$ cat src/rtl/router_pkg.sv
// Shared state encoding and default sizing for the packet router control FSM.
package router_pkg;

    localparam int DEF_NUM_CH   = 3;
    localparam int DEF_ADDR_W   = 2;
    localparam int DEF_WAIT_TMO = 32;
    localparam int DEF_DCNT_W   = 8;

    typedef enum logic [3:0] {
        ST_DECODE          = 4'd0,
        ST_WAIT_EMPTY      = 4'd1,
        ST_LOAD_FIRST      = 4'd2,
        ST_LOAD_DATA       = 4'd3,
        ST_LOAD_PARITY     = 4'd4,
        ST_FIFO_FULL       = 4'd5,
        ST_LOAD_AFTER_FULL = 4'd6,
        ST_CHECK_PARITY    = 4'd7,
        ST_DROP            = 4'd8
    } state_t;

    // Counter width able to hold 0..tmo-1, never narrower than one bit.
    function automatic int tmo_width(input int tmo);
        return (tmo > 1) ? $clog2(tmo) : 1;
    endfunction

endpackage

$ cat src/rtl/router_tmo_cnt.sv
// Wait-for-empty timeout counter: clears on load, counts while enabled, flags the last cycle.
module router_tmo_cnt #(
    parameter int LIMIT = 32,
    parameter int CW    = 5
) (
    input  logic clk,
    input  logic reset,
    input  logic clear,
    input  logic enable,
    output logic expire
);

    localparam logic [CW-1:0] LAST = CW'(LIMIT - 1);

    logic [CW-1:0] count;

    // Holds at LAST so a stalled FSM can never wrap back into a fresh window.
    always_ff @(posedge clk or posedge reset) begin
        if (reset)
            count <= '0;
        else if (clear)
            count <= '0;
        else if (enable && count != LAST)
            count <= count + CW'(1);
    end

    assign expire = (count == LAST);

endmodule

$ cat src/rtl/router_fsm_n.sv
// Router control FSM for NUM_CH output channels with wait timeout and packet drop accounting.
module router_fsm_n
    import router_pkg::*;
#(
    parameter int NUM_CH   = DEF_NUM_CH,
    parameter int ADDR_W   = DEF_ADDR_W,
    parameter int WAIT_TMO = DEF_WAIT_TMO,
    parameter int DCNT_W   = DEF_DCNT_W
) (
    input  logic              clk,
    input  logic              reset,
    input  logic              packet_valid,
    input  logic [ADDR_W-1:0] datain,
    input  logic              fifo_full,
    input  logic [NUM_CH-1:0] fifo_empty,
    input  logic [NUM_CH-1:0] soft_reset,
    input  logic              parity_done,
    input  logic              low_packet_valid,
    output logic              detect_add,
    output logic              lfd_state,
    output logic              ld_state,
    output logic              laf_state,
    output logic              full_state,
    output logic              write_enb_reg,
    output logic              rst_int_reg,
    output logic              busy,
    output logic              drop_state,
    output logic              drop_pulse,
    output logic [ADDR_W-1:0] sel_ch,
    output logic [NUM_CH-1:0] write_sel,
    output logic [DCNT_W-1:0] drop_cnt
);

    localparam int CW = tmo_width(WAIT_TMO);
    localparam int PW = 2 ** ADDR_W;

    state_t state, next;

    // Pad per-channel vectors to the full address space so any address indexes safely.
    logic [PW-1:0] empty_pad, srst_pad;
    logic          hdr_ok, hdr_empty, sel_empty, sel_srst;
    logic          tmo_clear, tmo_en, tmo_exp, ch_active;

    assign empty_pad = PW'(fifo_empty);
    assign srst_pad  = PW'(soft_reset);
    assign hdr_ok    = 32'(datain) < NUM_CH;
    assign hdr_empty = empty_pad[datain];
    assign sel_empty = empty_pad[sel_ch];
    assign sel_srst  = srst_pad[sel_ch];

    always_comb begin
        next = state;
        case (state)
            ST_DECODE: begin
                if (packet_valid) begin
                    if (!hdr_ok)        next = ST_DROP;
                    else if (hdr_empty) next = ST_LOAD_FIRST;
                    else                next = ST_WAIT_EMPTY;
                end
            end
            ST_WAIT_EMPTY: begin
                if (sel_empty)    next = ST_LOAD_FIRST;
                else if (tmo_exp) next = ST_DROP;
            end
            ST_LOAD_FIRST: next = ST_LOAD_DATA;
            ST_LOAD_DATA: begin
                if (fifo_full)          next = ST_FIFO_FULL;
                else if (!packet_valid) next = ST_LOAD_PARITY;
            end
            ST_FIFO_FULL: begin
                if (!fifo_full) next = ST_LOAD_AFTER_FULL;
            end
            ST_LOAD_AFTER_FULL: begin
                if (parity_done)           next = ST_DECODE;
                else if (low_packet_valid) next = ST_LOAD_PARITY;
                else                       next = ST_LOAD_DATA;
            end
            ST_LOAD_PARITY:  next = ST_CHECK_PARITY;
            ST_CHECK_PARITY: next = fifo_full ? ST_FIFO_FULL : ST_DECODE;
            ST_DROP: begin
                if (!packet_valid) next = ST_DECODE;
            end
            default: next = ST_DECODE;
        endcase
        // Channel soft reset aborts whatever the packet was doing.
        if (state != ST_DECODE && sel_srst)
            next = ST_DECODE;
    end

    assign tmo_clear = (next == ST_WAIT_EMPTY) && (state != ST_WAIT_EMPTY);
    assign tmo_en    = (state == ST_WAIT_EMPTY);

    router_tmo_cnt #(
        .LIMIT(WAIT_TMO),
        .CW   (CW)
    ) u_tmo (
        .clk   (clk),
        .reset (reset),
        .clear (tmo_clear),
        .enable(tmo_en),
        .expire(tmo_exp)
    );

    always_ff @(posedge clk or posedge reset) begin
        if (reset) begin
            state  <= ST_DECODE;
            sel_ch <= '0;
        end else begin
            state <= next;
            if (state == ST_DECODE && packet_valid)
                sel_ch <= datain;
        end
    end

    // Count follows the pulse by one edge; saturates rather than wraps.
    always_ff @(posedge clk or posedge reset) begin
        if (reset) begin
            drop_pulse <= 1'b0;
            drop_cnt   <= '0;
        end else begin
            drop_pulse <= (next == ST_DROP) && (state != ST_DROP);
            if (drop_pulse && drop_cnt != '1)
                drop_cnt <= drop_cnt + DCNT_W'(1);
        end
    end

    always_comb begin
        detect_add    = (state == ST_DECODE);
        lfd_state     = (state == ST_LOAD_FIRST);
        ld_state      = (state == ST_LOAD_DATA);
        laf_state     = (state == ST_LOAD_AFTER_FULL);
        full_state    = (state == ST_FIFO_FULL);
        rst_int_reg   = (state == ST_CHECK_PARITY);
        drop_state    = (state == ST_DROP);
        write_enb_reg = (state == ST_LOAD_DATA) || (state == ST_LOAD_AFTER_FULL) ||
                        (state == ST_LOAD_PARITY);
        busy          = (state != ST_DECODE) && (state != ST_LOAD_DATA);
        ch_active     = (state == ST_LOAD_FIRST) || (state == ST_LOAD_DATA) ||
                        (state == ST_LOAD_PARITY) || (state == ST_FIFO_FULL) ||
                        (state == ST_LOAD_AFTER_FULL) || (state == ST_CHECK_PARITY);
    end

    for (genvar i = 0; i < NUM_CH; i++) begin : g_wsel
        assign write_sel[i] = ch_active && (32'(sel_ch) == i);
    end

endmodule
$ cat config.mk
export PLATFORM = sky130hd
export DESIGN_NAME = router_fsm_n
export DESIGN_NICKNAME = d
export VERILOG_FILES = /design/src/rtl/router_pkg.sv /design/src/rtl/router_tmo_cnt.sv /design/src/rtl/router_fsm_n.sv
export SDC_FILE = /design/constraint.sdc
export NUM_CORES = 1
export LEC_CHECK = 0
export CAP_MARGIN = 25
export CORE_AREA = 2 2 64 66
export CTS_BUF_LIST = sky130_fd_sc_hd__clkbuf_8
export DETAILED_ROUTE_END_ITERATION = 12
export DIE_AREA = 0 0 66 68
export GPL_ROUTABILITY_DRIVEN = 0
export SLEW_MARGIN = 30
export SYNTH_ARGS = -nofsm -noshare
export SYNTH_HDL_FRONTEND = slang
export SYNTH_SLANG_ARGS = --single-unit
$ cat constraint.sdc
create_clock -name clk -period 2.6 [get_ports clk]
set_clock_uncertainty 0.15 [all_clocks]
set_input_delay 0.52 -clock clk [delete_from_list [all_inputs] [get_ports clk]]
set_output_delay 0.52 -clock clk [all_outputs]
set_load 0.02 [all_outputs]
* Word-level counts from Yosys, hierarchy flattened
Index checks and enable logic that the tools add are counted.
** Word-level totals
- Input bits :: 14
- Word-level logic and storage cells :: 71
- Output and inout bits :: 23
- Bits in registers :: 20
** Cells by class
- Eq/ne operators :: 18
- Add/subtract/negate cells :: 2
- Multiplexer cells :: 22
- Reduce and logical (&&, ||, !) cells :: 21
- Order comparisons :: 3
** Operator list (number)
- $mux 4 :: 9
- $pmux 4 s9 :: 1
- $eq 4x3->1 const B :: 4
- $logic_and 1x1->1 :: 10
- $mux 5 :: 2
- $mux 3 :: 3
- $add 8x1->8 const B :: 1
- $eq 4x1->1 const B :: 2
- $eq 4x2->1 const B :: 2
- $eq 4x4->1 const B :: 2
- $ne 8x8->1 const B :: 1
- $logic_or 1x1->1 :: 7
- $bmux 1 s2 :: 3
- $lt 2x3->1 const B :: 2
- $add 5x1->5 const B :: 1
- $eq 5x5->1 const B :: 1
- $ne 5x5->1 const B :: 1
- $logic_not 4->1 :: 1
- $ne 4x1->1 const B :: 1
- $ne 4x2->1 const B :: 1
- $ne 4x4->1 const B :: 1
- $reduce_bool 4->1 :: 1
- $mux 1 :: 3
- $eq 2x1->1 const B :: 1
- 5 further kinds :: 5

* Depth between registers and ports, before layout
Gate-level depths: netlist (run 1).
- Depth in word-level cells :: 10
- Mapped depth :: 7
- Gate-level depth less buffers :: 7

* By module
From an unflattened synthesis (run 1), not the netlist that was laid out.
** Unflattened totals
- Cells, all modules :: 135
- Area total of the unflattened synthesis :: 1273.7 um^2
** Modules (own cells, without submodules)
- router_fsm_n :: times used 1, cells an instance 109, area each 1012.2 um^2
- router_tmo_cnt :: times used 1, cells an instance 26, area each 261.5 um^2

* Worst setup path after synthesis (run 1)
OpenSTA, ideal clock, no wires.
- Path type :: register -> output
- Start :: register state[2]
- End :: output port busy
- Path slack :: 534 ps
- Cell stages (with the launch flop) :: 4
- Data required time :: 1930 ps
- Arrival time :: 1396 ps
- Cell sequence :: dfrtp_1 buf_4 nor3_1 nor2_1
** On the way
- Word-level cells in the longest chain between the ends :: 2
- Elaborated cells between the ends (all ways) :: 3
- Those cells by class :: eq/ne (1); reduce/logical (2)
** RTL lines
- start: declaration :: line router_fsm_n.sv:37 : state_t state, next;
- start signal: assignment :: line router_fsm_n.sv:109 : state <= next;
- $ne 4x2->1 / $reduce_bool 4->1 (equally long branches) :: line router_fsm_n.sv:137 : busy = (state != ST_DECODE) && (state != ST_LOAD_DATA);
- $logic_and 1x1->1 (*) :: line router_fsm_n.sv:137
- end: declaration :: line router_fsm_n.sv:26 : output logic busy,
Every way passes the cells marked *; elsewhere a longest branch is shown, timed or not.

* Worst setup path after layout (run 1)
- Start :: register state[1]
- End :: output port lfd_state
** On the way
- Word-level cells in the longest chain between the ends :: 1
** RTL lines
- $eq 4x2->1 :: line router_fsm_n.sv:129 : lfd_state = (state == ST_LOAD_FIRST);
- end: declaration :: line router_fsm_n.sv:20 : output logic lfd_state,
Every way passes these cells.

==> flow_metrics.tcl, run 1 <==
set metrics [dict create \
    worst-path-buf-inv 2 \
    grt_util_all_layers_pct 13.6 \
    final_util_pct 45.7 \
    slowest_stage "clkdlybuf4s50_1" \
    port_buffers 36 \
    rsz0062_at_grt "no" \
    syn_inst 132 \
    clockRootBuffer "clkbuf_8" \
    start_util_pct 33.1 \
    cts_made_buffers 3 \
    min_path_type "reg -> reg" \
    grt_pass1_wl_mm 4.75 \
    synth_area_leader_cell "dfrtp_1" \
    vdd_ir_drop_max_mv 0.548 \
    cp.arrival_ns 1.81 \
    timing.final.ws_setup_ns 0.122 \
    synth_ff_type "dfrtp_1" \
    status "finished clean" \
    synthDistinctLibCells 45 \
    fin_nets 187 \
    crit_cells 3 \
    power.density_nw_per_um2 1080 \
    drive_above_1_share_pct 10.7 \
    maxCapViolCount 0 \
    top_level_ports 37 \
    synth-async-reset-ratio_pct 100 \
    synth_top_area_share_pct 39.2 \
    setup_viol 0 \
    die_x_um 66 \
    pre_cts_ws_ns 0.172 \
    crit_chain "inv_1 > nor4_1 > clkdlybuf4s50_1" \
    first_iter_violations 26 \
    required_ns 1.93 \
    tns_ns 0 \
    avgViaCountPerCell 5.22 \
    postPlaceCellArea_um2 1670 \
    slew_viol_final 0 \
    synthesis.nets 149 \
    n_antenna_cell 0 \
    dr_total_vias 1143 \
    timing.final.crit_share_pct 95.3 \
    syn_avg_cell_area_um2 9.68 \
    hold_buffers 0 \
    gr-total-overflow 0 \
    grt_antenna_before_repair 0 \
    area_growth_pct 38.0 \
    worst-slew-pin-transition_ns 0.746 \
    dr.pass1.iters 4 \
    die_area_um2 4490 \
    yosysWarningCount 0 \
    p_leak_nw 0.809 \
    ys_ff_latch 20 \
    cts_tree "yes" \
    clock_latency_ns 0.25 \
    synth_area_leaders "dfrtp_1, mux2i_1, and3_1, ha_1, nand2_1" \
    critPathMaxStageDelay_ns 0.65 \
    yosysMostFrequentCell "dfrtp_1" \
    clkTransAtPathRegs_ns 0.07 \
    cts.sinks 20 \
    fmax_mhz 404 \
    first_global_vias 1017 \
    grt_start_max_net_pins 21 \
    fin_area_um2 1760 \
    crit_path_max_fanout 10 \
    core_um2 3860 \
    cp-end-kind "output pin" \
    min_period_ns 2.48 \
    ys_seq_area_share_pct 39.2 \
    die_height_um 68 \
    synth_area_um2 1280 \
    ant_nets 0 \
    rows 23 \
    synth_edf_count 0 \
    finalHoldViolations 0 \
    worstSetupStartpointType "flip-flop" \
    post_drt_wl_per_cell_um 12.8 \
    dp_hpwl_mm 2.18 \
    htreeDepth 1 \
    drc 0 \
    yosys-top-cells-count "dfrtp_1, nand2_1, inv_1, nand3_1" \
    worstHoldPathCells 1 \
    slew_headroom_pct 50.2 \
    critPathKind "reg -> out" \
    crit_family "buffers and inverters" \
    wirelength_mm 2.81 \
    clockBufferDepth 2 \
    rr_worst_depth 5 \
]
==> registers in the layout, summed over array words and instances, names as in the netlist <==
| register | count |
|---|---|
| drop_cnt | 8 |
| drop_pulse | 1 |
| sel_ch | 2 |
| u_tmo.count | 5 |
| state | 4 |
==> cell type report <==
| type | count | area [µm²] |
|---|---|---|
| clock buffers | 3 | 41.3 |
| clock inverters | 1 | 30.0 |
| fillers | 391 | 2090 |
| inverters | 7 | 26.3 |
| multi-input cells | 100 | 717 |
| flip-flops and latches | 20 | 504 |
| well taps | 50 | 62.6 |
| repair buffers | 38 | 382 |
==> metrics by stage <==
step | hold WS, ns | power (mW) | std cells
after floorplan | 0.328 | 1.23 | 132
after detailed placement | 0.352 | 1.59 | 214
after CTS | 0.361 | 1.91 | 218
after global placement | 0.349 | 1.57 | 214
final | 0.356 | 1.90 | 219
after global routing | 0.407 | 2.05 | 219
==> worst reg2reg max path: cells and delay by family (launching register included) <==
kind                   cells  cell delay (ns)
AOI/OAI and AO/OA          1             0.28
buffers and inverters      1             0.22
DFF                        1             0.50
and+or+nand+nor            3             0.72
==> path summary, 6_finish.rpt <==
kind	startpoint	end	slack, ns
setup / recovery	state[1]$_DFF_PP0_	lfd_state	0.12
hold reg to reg	u_tmo.count[0]$_DFFE_PP0P_	u_tmo.count[0]$_DFFE_PP0P_	0.36
hold / removal	u_tmo.count[0]$_DFFE_PP0P_	u_tmo.count[0]$_DFFE_PP0P_	0.36
max in group asynchronous	reset	state[0]$_DFF_PP0_	1.24
setup reg to reg	state[3]$_DFF_PP0_	drop_pulse$_DFF_PP0_	0.68
min in group asynchronous	reset	u_tmo.count[3]$_DFFE_PP0P_	0.54
==> layout by cell type (no fill, tap or decap), types with 5 or more instances in the layout <==
cell type and n:
nand3_1 7, o21ai_0 6, nand2_1 10, and3_1 6, dfrtp_1 17, clkdlybuf4s50_1 32
inv_1 7, a21oi_1 5
==> kinds of logic after synthesis <==
| kind of cell | Yosys count | synth area share (%) |
|---|---|---|
| flops | 20 | 39.2 |
| fa+ha+maj | 4 | 3.82 |
| compound gates | 26 | 12.6 |
| mux | 7 | 5.78 |
| simple gates | 55 | 28.4 |
| xor+xnor | 8 | 5.48 |
| buf+inv | 12 | 4.70 |
==> timing repair <==
action                                  4_1_cts  5_1_grt
pin swaps                                     0        1
setup buffers                                 0        1
resized for setup                             4        3
endpoints found under the setup margin        6        5
==> power breakdown <==
group	switching, mW	leakage, nW	internal [mW]
clock network	0.100	0.0357	0.205
registers	0.188	0.258	0.417
logic	0.483	0.516	0.504
==> routing by layer <==
metal,wire [µm],up-vias,track usage [%]
met5,0,-,0
met4,35,0,2.30
met3,156,4,4.44
met2,1370,33,23.6
met1,1250,550,16.8
li1,-,556,-
No activity file was read; power rests on OpenSTA's default activity.
==> run 2: changes to the inputs <==
Settings changed: CORE_AREA 2 2 64 66 to 2 2 53 79, DIE_AREA 0 0 66 68 to 0 0 55 81.
==> flow_metrics.tcl, run 2 (synthesis gave the netlist of run 1 again) <==
set metrics [dict create \
    drc 0 \
    clkTransAtPathRegs_ns 0.08 \
    ant_nets 0 \
    slew_headroom_pct 65.4 \
    grtUsageMet3_pct 2.57 \
    clock_latency_ns 0.26 \
    post_drt_wl_per_cell_um 14.1 \
    avgViaCountPerCell 5.35 \
    final_cell_mix "clkdlybuf4s50_1, dfrtp_1, nand2_1, inv_1, nand3_1" \
    switching_share_pct 42.5 \
    cp.arrival_ns 1.86 \
    gr-total-overflow 0 \
    clockRootBuffer "clkbuf_8" \
    port_buffers 36 \
    die_x_um 55 \
    p_leak_nw 0.833 \
    cts_made_buffers 3 \
    wirelength_mm 3.03 \
    tns_ns 0 \
    worstSetupStartpointType "flip-flop" \
    top_usage_layer "met2" \
    rsz0062_at_grt "no" \
    min_path_type "reg -> reg" \
    slew_viol_final 0 \
    grt_start_max_net_pins 21 \
    htreeDepth 1 \
    first_global_vias 1180 \
    critPathKind "reg -> out" \
    worstReg2RegStart "u_tmo.count[0]$_DFFE_PP0P_" \
    timing.final.crit_share_pct 97.3 \
    die_area_um2 4460 \
    setup_viol 0 \
    largest_reg_flops 8 \
    seq_power_share_pct 33.2 \
    cts.sinks 20 \
    regToRegSetupSlack_ns 0.66 \
    rr_endpoint "state[0]$_DFF_PP0_" \
    top_level_ports 37 \
    rows 28 \
    drive_above_1_share_pct 10.7 \
    timing.final.ws_setup_ns 0.0700 \
    layout_commonest_cell "clkdlybuf4s50_1" \
    reg.largest.list "drop_cnt: 8 flops, u_tmo.count: 5 flops, state: 4 flops" \
    hold_path_end "u_tmo.count[0]$_DFFE_PP0P_" \
    p_clk_share_pct 13.0 \
    fillCellCount 387 \
    hold_buffers 0 \
    cts_tree "yes" \
    clockBufferDepth 2 \
    core_um2 3850 \
    cp-end-kind "output pin" \
    p_int_mw 1.05 \
    start_util_pct 33.1 \
    grt_util_all_layers_pct 15.7 \
    grt.met1_usage_pct 18.7 \
    status "finished clean" \
    hp-start "u_tmo.count[0]$_DFFE_PP0P_" \
    fmax_mhz 395 \
    pre_cts_ws_ns 0.156 \
    area_growth_pct 36.7 \
    fin_nets 187 \
    maxCapViolCount 0 \
    grt.met2_usage_pct 27.6 \
    combPwrFrac_pct 53.8 \
    rr_worst_depth 7 \
    grt_antenna_before_repair 0 \
    required_ns 1.93 \
    n_antenna_cell 0 \
    worstHoldPathCells 1 \
    vdd_ir_drop_max_mv 0.690 \
    min_period_ns 2.53 \
    final_util_pct 45.3 \
    first_iter_violations 21 \
    dp_hpwl_mm 2.34 \
    switchingPower_uw 775 \
    die_height_um 81 \
    grt_pass1_wl_mm 5.13 \
    dr_total_vias 1144 \
    finalHoldViolations 0 \
    power.density_nw_per_um2 1040 \
    worst-slew-pin-transition_ns 0.513 \
    top_register "drop_cnt" \
    seqCellArea_um2 504 \
    crit_path_max_fanout 10 \
    dr.pass1.iters 4 \
    multi_input_area_um2 717 \
]
## run 2: layout make-up
class	count	share of cell area (%)
inverters	7	1.50
clock buffers	4	3.15
flip-flops and latches	20	28.9
repair buffers	38	22.2
multi-input cells	100	41.0
well taps	45	3.22
## run 2: routing by layer
layer	part of all wire (%)	up-vias
met5	0	-
met4	1.4	0
met3	6.0	5
met2	52	44
met1	41	537
li1	-	558
## run 2: power by group through the flow
stage / Clock [mW] / Combinational, mW / Sequential (mW)
final: 0.238 / 0.980 / 0.605
after global routing: 0.253 / 1.08 / 0.625
after CTS: 0.241 / 0.996 / 0.605
after detailed placement: 0 / 0.988 / 0.606
after global placement: 0 / 0.979 / 0.594
after floorplan: 0 / 0.678 / 0.557
## run 2: worst max-delay path by stage
stage | start | to | slack [ns]
after global routing | state[3]$_DFF_PP0_ | ld_state | 0.01
after CTS | state[3]$_DFF_PP0_ | write_sel[1] | 0.03
after floorplan | state[2]$_DFF_PP0_ | busy | 0.53
after detailed placement | state[2]$_DFF_PP0_ | write_sel[1] | 0.16
after global placement | state[2]$_DFF_PP0_ | write_sel[1] | 0.25
final | state[1]$_DFF_PP0_ | detect_add | 0.07
## run 2: per-stage QoR
stage	area (µm²)	power (mW)	cells	hold slack, ns
after floorplan	1280	1.23	132	0.328
after CTS	1730	1.84	214	0.364
after global placement	1680	1.57	210	0.355
after global routing	1750	1.96	214	0.383
after detailed placement	1680	1.59	210	0.355
final	1750	1.82	214	0.364
## run 2: repair_timing
item	in CTS	in global routing
buffers inserted	0	0
setup endpoints to repair	4	5
resized for setup	3	5
## run 2: worst max-delay path: stages (launching register included)
cell	delay, ns
dfrtp_2	0.50
nor4_4	0.43
clkdlybuf4s50_1	0.68
